File: src/rtl/event_handshake_sender.sv
// Source side of a four-phase req/ack crossing: turns local event pulses into
// full handshakes on req_out, queueing events that arrive while one is in flight.
module event_handshake_sender #(
    parameter int CNT_W = 4
) (
    input  logic             clk,
    input  logic             reset_n,
    input  logic             event_in,
    input  logic             ack_async,
    input  logic             clr_overflow,
    output logic             req_out,
    output logic             busy,
    output logic             done,
    output logic [CNT_W-1:0] pending,
    output logic             overflow
);

    typedef enum logic [1:0] {
        ST_IDLE     = 2'd0,
        ST_REQ_HIGH = 2'd1,
        ST_REQ_LOW  = 2'd2
    } state_t;

    localparam logic [CNT_W-1:0] CNT_MAX = '1;
    localparam logic [CNT_W-1:0] CNT_ONE = CNT_W'(1);

    state_t           r_state;
    state_t           w_state_next;
    logic             r_ack_s1;
    logic             r_ack_s2;
    logic             r_req;
    logic             r_done;
    logic             r_overflow;
    logic [CNT_W-1:0] r_pending;

    logic             w_queued;
    logic             w_launch;
    logic             w_inc;
    logic             w_dec;
    logic             w_drop;
    logic             w_req_next;
    logic             w_done_next;
    logic             w_overflow_next;
    logic [CNT_W-1:0] w_pending_next;

    // Two-flop synchronizer; only r_ack_s2 may feed the control logic.
    always_ff @(posedge clk or negedge reset_n) begin
        if (!reset_n) begin
            r_ack_s1 <= 1'b0;
            r_ack_s2 <= 1'b0;
        end else begin
            r_ack_s1 <= ack_async;
            r_ack_s2 <= r_ack_s1;
        end
    end

    always_ff @(posedge clk or negedge reset_n) begin
        if (!reset_n) begin
            r_state    <= ST_IDLE;
            r_req      <= 1'b0;
            r_done     <= 1'b0;
            r_pending  <= '0;
            r_overflow <= 1'b0;
        end else begin
            r_state    <= w_state_next;
            r_req      <= w_req_next;
            r_done     <= w_done_next;
            r_pending  <= w_pending_next;
            r_overflow <= w_overflow_next;
        end
    end

    assign w_queued = (r_pending != '0);

    // A launch is refused while the synchronized ack is still high, so a stale
    // ack after reset cannot be mistaken for the answer to a new request.
    always_comb begin
        w_state_next = r_state;
        w_req_next   = r_req;
        w_done_next  = 1'b0;
        w_launch     = 1'b0;
        case (r_state)
            ST_IDLE: begin
                if ((event_in || w_queued) && !r_ack_s2) begin
                    w_launch     = 1'b1;
                    w_state_next = ST_REQ_HIGH;
                    w_req_next   = 1'b1;
                end
            end
            ST_REQ_HIGH: begin
                if (r_ack_s2) begin
                    w_state_next = ST_REQ_LOW;
                    w_req_next   = 1'b0;
                end
            end
            ST_REQ_LOW: begin
                if (!r_ack_s2) begin
                    w_state_next = ST_IDLE;
                    w_done_next  = 1'b1;
                end
            end
            default: begin
                w_state_next = ST_IDLE;
                w_req_next   = 1'b0;
            end
        endcase
    end

    // A launch drains the queue first; only with an empty queue does it
    // consume the event arriving on the same cycle.
    assign w_dec = w_launch && w_queued;
    assign w_inc = event_in && !(w_launch && !w_queued);

    always_comb begin
        w_pending_next = r_pending;
        w_drop         = 1'b0;
        if (w_inc && !w_dec) begin
            if (r_pending == CNT_MAX) begin
                w_drop = 1'b1;
            end else begin
                w_pending_next = r_pending + CNT_ONE;
            end
        end else if (w_dec && !w_inc) begin
            w_pending_next = r_pending - CNT_ONE;
        end
    end

    always_comb begin
        w_overflow_next = r_overflow;
        if (w_drop) begin
            w_overflow_next = 1'b1;
        end else if (clr_overflow) begin
            w_overflow_next = 1'b0;
        end
    end

    assign req_out  = r_req;
    assign busy     = (r_state != ST_IDLE);
    assign done     = r_done;
    assign pending  = r_pending;
    assign overflow = r_overflow;

endmodule

File: config.mk
export PLATFORM = sky130hd
export DESIGN_NAME = event_handshake_sender
export DESIGN_NICKNAME = d
export VERILOG_FILES = /design/src/rtl/event_handshake_sender.sv
export SDC_FILE = /design/constraint.sdc
export NUM_CORES = 1
export LEC_CHECK = 0
export ABC_AREA = 1
export BUFFER_PORTS_ARGS = -buffer_cell sky130_fd_sc_hd__clkbuf_2
export CORE_AREA = 10 10 47 49
export CTS_BUF_LIST = sky130_fd_sc_hd__clkbuf_2 sky130_fd_sc_hd__clkbuf_4 sky130_fd_sc_hd__clkbuf_8
export DETAILED_ROUTE_END_ITERATION = 10
export DIE_AREA = 0 0 57 59
export PLACE_DENSITY = 0.64
export SLEW_MARGIN = 10
export SYNTH_ARGS = -nofsm -noshare
export SYNTH_HDL_FRONTEND = slang
export SYNTH_SLANG_ARGS = --single-unit
export TNS_END_PERCENT = 30
File: constraint.sdc
create_clock -name clk -period 4.9 [get_ports clk]
set_clock_uncertainty 0.1 [all_clocks]
set_input_delay 0.98 -clock clk [delete_from_list [all_inputs] [get_ports clk]]
set_output_delay 0.98 -clock clk [all_outputs]
set_load 0.005 [all_outputs]
==> impl_metrics.json, run 1 <==
{
  "run_status": "complete, no violations",
  "hold_path_class": "flop to flop",
  "total_drc_errors_in_the_routed_layout": 0,
  "grt_pass1_vias": 482,
  "dpl_worst_slack_ns": 2.61,
  "grt_first_pass_wirelength_mm": 2.01,
  "netlist-cell-type-count": 19,
  "numCtsBuffers": 3,
  "clkTransAtPathRegs_ns": 0.08,
  "dr_total_vias": 463,
  "hold_violations": 0,
  "synth-simple-area-share_pct": 27.4,
  "setup-violations-final": 0,
  "syn_area_um2": 572,
  "die_area_um2": 3360,
  "comb_power_share_pct": 46.0,
  "initial_core_util_pct": 40.8,
  "layout.area.seq_um2": 275,
  "cts_tree": "yes",
  "final_weighted_congestion_in_routability_driven_placement": 0.752,
  "slew_viol_final": 0,
  "maxCapViolCount": 0,
  "initialDrtViolationCount": 9,
  "placementRows": 14,
  "fin_setup_tns_ns": 0,
  "cp_data_required_time_ns": 4.96,
  "path_class": "input pin to flop",
  "holdPathStages": 0,
  "critPathMaxFanout": 6,
  "count_of_yosys_warnings_during_synthesis": 0,
  "max-clock-path-buffers": 2,
  "placement.io_buffers": 12,
  "detailedPlacementHpwl_um": 865,
  "drive_gt1_share_pct": 28.9,
  "htree_levels": 1,
  "cts.repair_timing.setup_buffer_count": 0,
  "post_cts.resized_instances": 0,
  "grt_overflow_total": 0,
  "worstSkewPairLatency_ns": 0.27,
  "worstRegToRegCells": 10,
  "vdd.ir_drop.worst_mv": 0.215,
  "final_cell_area_um2": 679,
  "endpoint_kind": "flop",
  "fillerInstances": 145,
  "ys_seq_elements": 11,
  "slew_headroom_pct": 81.6,
  "design.portCount": 13,
  "design.core.area_um2": 1400,
  "period_minus_slack_ns": 2.05,
  "avgSynthCellArea_um2": 8.53,
  "clock-root-buffer": "sky130_fd_sc_hd__clkbuf_4",
  "leakagePower_nw": 0.375,
  "post_synth_fa_ha_maj_area_fraction_pct": 7.88,
  "setup_repair_after_global_routing_missed_its_margin": "false",
  "chipWidth_um": 57,
  "design.final.nets": 92,
  "track_usage_pct": 7.36,
  "finalCritPeriodShare_pct": 41.7,
  "switchingPower_mw": 0.177,
  "synthCells": 67,
  "seqPwrFrac_pct": 38.8,
  "grt_max_degree": 12,
  "placedInstanceArea_um2": 652,
  "timing.critical_path.arrival_ns": 2.11,
  "postRouteAntennaNets": 0,
  "dr.pass1.iters": 4,
  "tightestPinTransition_ns": 0.276,
  "mappedNetlistNets": 75,
  "p_per_area_nw_per_um2": 608,
  "layout_commonest_cell": "sky130_fd_sc_hd__nand2_1",
  "drt-total-wl_mm": 1.13,
  "synth.yosys.seq_area_share_pct": 48.1,
  "die_h_um": 59,
  "via_per_inst": 4.68,
  "worst_setup_path_start_kind": "input pin",
  "power_switching_share_pct": 42.9,
  "power.share.clock_pct": 15.2,
  "areaGrowthSynthToFinish_pct": 18.8,
  "post-layout-total-power_mw": 0.413,
  "p_int_mw": 0.236,
  "antenna_found_initial": 0,
  "largest_family_of_logic_cells_by_synthesized_area": "simple AND/OR/NAND/NOR gates",
  "fmaxAchievable_mhz": 489,
  "synth_compound_area_share_pct": 6.35,
  "synthXorXnorAreaFrac_pct": 3.06,
  "multi_input_area_um2": 255,
  "post_drt_wl_per_cell_um": 11.4,
  "tritoncts_num_sinks": 11,
  "cts.hold.buffers_added": 0,
  "num_antenna_cells": 0,
  "post_synth_mux_area_share_pct": 0,
  "worst_slack_ns": 2.85,
  "commonest_non_fill_non_tap_cells_in_the_layout": "sky130_fd_sc_hd__nand2_1 (17), sky130_fd_sc_hd__clkbuf_2 (12), sky130_fd_sc_hd__dfrtp_1 (11)"
}
## cells in the mapped netlist
master,count,area [um2]
sky130_fd_sc_hd__a21oi_1,2,10.0
sky130_fd_sc_hd__nand2_4,1,11.3
sky130_fd_sc_hd__nor2_2,1,6.26
sky130_fd_sc_hd__inv_1,9,33.8
sky130_fd_sc_hd__inv_2,2,7.51
sky130_fd_sc_hd__o21ai_0,3,15.0
sky130_fd_sc_hd__nand2_2,2,12.5
sky130_fd_sc_hd__xnor2_1,1,8.76
sky130_fd_sc_hd__ha_1,2,25.0
sky130_fd_sc_hd__nand2_1,17,63.8
sky130_fd_sc_hd__fa_1,1,20.0
sky130_fd_sc_hd__xor2_1,1,8.76
sky130_fd_sc_hd__nor2_1,7,26.3
sky130_fd_sc_hd__nand3_1,2,10.0
sky130_fd_sc_hd__o21ai_1,1,5.00
sky130_fd_sc_hd__nand3_2,2,20.0
sky130_fd_sc_hd__o22ai_1,1,6.26
sky130_fd_sc_hd__nand4_1,1,6.26
sky130_fd_sc_hd__dfrtp_1,11,275
## through the flow
stage / std cells / hold slack [ns] / utilization [%]
floorplan: 67 / 0.231 / -
global placement: 95 / 0.233 / 46.5
detailed placement: 95 / 0.235 / 46.5
CTS: 99 / 0.252 / 48.5
global route: 99 / 0.263 / 48.5
finish: 99 / 0.251 / 48.5
## power by group through the flow
stage | logic [mW] | clock network (mW) | registers [mW]
after floorplan | 0.131 | 0 | 0.158
after global placement | 0.184 | 0 | 0.162
after detailed placement | 0.190 | 0 | 0.162
after CTS | 0.196 | 0.0638 | 0.160
after global routing | 0.227 | 0.0691 | 0.166
final | 0.190 | 0.0628 | 0.160
## routing by layer
metal	global-route usage, %	vias to the layer above	share of wire (%)
met5	0	-	0
met2	12.9	12	48
met4	2.68	0	0.71
met3	3.43	2	8.5
met1	7.52	209	43
li1	-	240	-
## critical path: stages
cell and delay (ns):
sky130_fd_sc_hd__clkbuf_2 0.13, sky130_fd_sc_hd__nand2_2 0.12, sky130_fd_sc_hd__ha_1 0.36, sky130_fd_sc_hd__nand2_1 0.08, sky130_fd_sc_hd__nor2_1 0.13, sky130_fd_sc_hd__nor2_1 0.05
sky130_fd_sc_hd__nand2_1 0.08, sky130_fd_sc_hd__nand3_1 0.08, sky130_fd_sc_hd__nand2_1 0.06, sky130_fd_sc_hd__nand2_1 0.05
## path summary, 6_finish.rpt
path	startpoint	end	slack, ns
max in group asynchronous	reset_n	r_state[0]	4.01
max reg2reg	r_ack_s2	pending[3]	3.11
max	event_in	pending[3]	2.85
min in group asynchronous	reset_n	overflow	0.47
min reg2reg	r_ack_s1	r_ack_s2	0.25
min	r_ack_s1	r_ack_s2	0.25
## registers in the layout, indices dropped and copies added (netlist names)
register / count
req_out: 1
r_ack_s1: 1
pending: 4
r_state: 2
overflow: 1
done: 1
r_ack_s2: 1
## logic make-up after synthesis
family          Yosys count
simple gates             33
buf+inv                  11
flops                    11
compound gates            7
fa+ha+maj                 3
xor+xnor                  2
## area by class of cell
type	instances	share of cell area, %
Clock inverter	1	0.737
Multi-Input combinational cell	45	37.6
Tap cell	16	2.95
Sequential cell	11	40.5
Inverter	11	6.08
Clock buffer	3	3.31
Timing Repair Buffer	12	8.84
(Power assumes the default switching activity.)
==> run 2, diff against run 1 <==
Settings changed: ABC_AREA 1 to 0, PLACE_DENSITY 0.64 to 0.63.
Clock period 4.9 ns to 1.76 ns, I/O delays scaled along.
==> run 2 against run 1 <==
The flow now finishes with violations (setup timing). First-iteration DRC count decreased by 89%. Hold slack got worse by 0.18 ns. Synthesized cell count decreased by 30%. Utilization grew 5.8 points. Flip-flop and latch count unchanged.
==> impl_metrics.json, run 2 <==
{
  "run_status": "finished with violations",
  "violations_in_the_final_reports": "setup timing",
  "post_drt_wl_per_cell_um": 13.7,
  "mappedNetlistNets": 55,
  "cts_tree": "yes",
  "initialDrtViolationCount": 1,
  "drt-total-wl_mm": 1.21,
  "synth_cell_count_leaders": "sky130_fd_sc_hd__dfrtp_1 (11), sky130_fd_sc_hd__inv_1 (4), sky130_fd_sc_hd__xor2_1 (4), sky130_fd_sc_hd__a21oi_1 (3), sky130_fd_sc_hd__nand2_1 (3)",
  "max-clock-path-buffers": 2,
  "reg2reg_to": "pending[1]",
  "commonest_non_fill_non_tap_cells_in_the_layout": "sky130_fd_sc_hd__clkbuf_2 (12), sky130_fd_sc_hd__dfrtp_1 (11), sky130_fd_sc_hd__buf_4 (9)",
  "clkTransAtPathRegs_ns": 0.07,
  "design.portCount": 13,
  "placed_cells": 83,
  "endpoint_kind": "flop",
  "hold_end": "r_ack_s1",
  "power_switching_share_pct": 37.0,
  "initial_core_util_pct": 37.8,
  "finalCritPeriodShare_pct": 110,
  "ys_top_cells_by_area": "sky130_fd_sc_hd__dfrtp_1 (52%), sky130_fd_sc_hd__xor2_1 (6.6%), sky130_fd_sc_hd__ha_1 (4.7%), sky130_fd_sc_hd__fa_1 (3.8%), sky130_fd_sc_hd__a21oi_1 (2.8%)",
  "worstSkewPairLatency_ns": 0.28,
  "fin_setup_tns_ns": -0.536,
  "htree_levels": 1,
  "async_set_reset_flop_share_out_of_synthesis_pct": 100,
  "placement.io_buffers": 12,
  "comb_power_share_pct": 46.0,
  "critPathMaxFanout": 6,
  "netlist-cell-type-count": 24,
  "use_met3_pct": 3.00,
  "largest_register_ffs": 4,
  "worst_slack_ns": -0.184,
  "final_util_pct": 54.3,
  "synthCells": 47,
  "synth_edf_count": 0,
  "p_per_area_nw_per_um2": 1500,
  "cts.repair_timing.setup_buffer_count": 0,
  "worst_setup_path_start_kind": "flop",
  "ys_seq_elements": 11,
  "synthMostInstantiatedCell": "sky130_fd_sc_hd__dfrtp_1",
  "die_h_um": 59,
  "path_class": "flop to flop",
  "synth-main-ff-cell": "sky130_fd_sc_hd__dfrtp_1",
  "grt_first_pass_wirelength_mm": 2.05,
  "grt_max_degree": 12,
  "p_int_mw": 0.721,
  "holdPathStages": 1,
  "num_antenna_cells": 0,
  "hold_path_class": "input pin to flop",
  "clock-root-buffer": "sky130_fd_sc_hd__clkbuf_4",
  "total_drc_errors_in_the_routed_layout": 0,
  "cp_data_required_time_ns": 1.83,
  "layout_commonest_cell": "sky130_fd_sc_hd__clkbuf_2",
  "dr.pass1.iters": 3,
  "count_of_yosys_warnings_during_synthesis": 0,
  "use_met1_pct": 8.32,
  "slew_viol_final": 0,
  "power.share.clock_pct": 17.2,
  "design.final.nets": 81,
  "synth.yosys.seq_area_share_pct": 52.0,
  "grt_overflow_total": 0,
  "startpoint_of_the_most_critical_register_to_register_path": "r_ack_s2",
  "yosysTopAreaCell": "sky130_fd_sc_hd__dfrtp_1",
  "fmaxAchievable_mhz": 515,
  "maxCapViolCount": 0,
  "tightestPinTransition_ns": 0.392,
  "synth_top_area_share_pct": 52.0,
  "numCtsBuffers": 3,
  "design.core.area_um2": 1400,
  "drive_gt1_share_pct": 48.6,
  "via_per_inst": 5.06,
  "globalRouteMet2Util_pct": 12.2,
  "chipWidth_um": 57,
  "leakagePower_nw": 0.378,
  "antenna_found_initial": 0,
  "slew_headroom_pct": 73.7,
  "fin_cells": 88,
  "die_area_um2": 3360,
  "hold_start": "ack_async",
  "placementRows": 14,
  "switchingPower_mw": 0.423,
  "grt_most_used_layer": "met2",
  "dr_total_vias": 445,
  "grt_pass1_vias": 453,
  "areaGrowthSynthToFinish_pct": 43.7,
  "worstRegToRegCells": 5,
  "final_weighted_congestion_in_routability_driven_placement": 0.801,
  "final_cell_area_um2": 761,
  "seqPwrFrac_pct": 36.8,
  "fillerInstances": 136,
  "tritoncts_num_sinks": 11,
  "period_minus_slack_ns": 1.94,
  "vdd.ir_drop.worst_mv": 0.812,
  "ff2ff_setup_slack_ns": -0.18,
  "avgSynthCellArea_um2": 11.3,
  "timing.critical_path.arrival_ns": 2.01,
  "placedInstanceArea_um2": 696,
  "hold_violations": 0,
  "setup-violations-final": 4,
  "setup_repair_after_global_routing_missed_its_margin": "true",
  "track_usage_pct": 8.08,
  "postRouteAntennaNets": 0,
  "detailedPlacementHpwl_um": 875,
  "syn_area_um2": 529
}
run 2: cell types whose count changed after synthesis, sizes merged, moves of 3 or more:
cell | before | now
nand2 | 20 | 3
inv | 11 | 4
nor2 | 8 | 1
nand3 | 4 | 1
o21ai | 4 | 1
xor2 | 1 | 4
run 2: layout make-up:
cell class	count	area, um2	area share, %
inverters	4	15.0	1.97
repair buffers	22	138	18.1
flip-flops and latches	11	275	36.2
well taps	16	20.0	2.63
multi-input cells	31	283	37.2
clock buffers	4	30.0	3.95
run 2: critical path: stages (launching register included):
cell and delay (ns):
sky130_fd_sc_hd__dfrtp_1 0.38, sky130_fd_sc_hd__or3_4 0.40, sky130_fd_sc_hd__buf_4 0.17, sky130_fd_sc_hd__or3_4 0.37, sky130_fd_sc_hd__nand2_2 0.09, sky130_fd_sc_hd__mux2_2 0.32
run 2: cell families after synthesis:
family / synth area share [%]
AO/OA/AOI/OAI: 11.3
flip-flops: 52.0
XOR/XNOR: 6.62
AND/OR/NAND/NOR: 13.7
adder cells (fa/ha/maj): 8.51
buffers and inverters: 3.78
multiplexers: 4.02
run 2: power groups by stage:
stage	Clock, mW	Sequential (mW)	Combinational, mW
after floorplan	0	0.434	0.277
after global placement	0	0.425	0.478
after detailed placement	0	0.424	0.490
after CTS	0.202	0.420	0.507
after global routing	0.210	0.437	0.596
final	0.197	0.421	0.527
run 2: worst max-delay path by stage:
| stage | from | to | cells past startpoint |
|---|---|---|---|
| final | r_ack_s2 | pending[1] | 5 |
| after global routing | r_ack_s2 | pending[3] | 7 |
| after CTS | r_ack_s2 | pending[1] | 5 |
| after detailed placement | r_ack_s2 | pending[1] | 5 |
| after global placement | r_ack_s2 | pending[1] | 5 |
| after floorplan | r_state[0] | pending[3] | 8 |
run 2: repair_timing:
action | 4_1_cts | 5_1_grt
setup endpoints to repair | 4 | 4
hold buffers | 1 | 0
pin swaps | 2 | 0
resized for setup | 3 | 3
hold endpoints to repair | 11 | 0
gates cloned | 0 | 0
run 2: through the flow:
stage          power (mW)  setup slack, ns  hold WS [ns]
2_1_floorplan       0.711           -0.231       -0.0436
3_3_place_gp        0.903           -0.205         0.145
3_5_place_dp        0.914           -0.206         0.145
4_1_cts              1.13           -0.181        0.0701
5_1_grt              1.24           -0.283        0.0676
6_report             1.14           -0.184        0.0754
run 2: routing by layer:
layer  vias to the layer above  routed length (um)
met5                         -                   0
met4                         0                  53
met3                         5                  60
met2                        10                 564
met1                       213                 529
li1                        217                   -
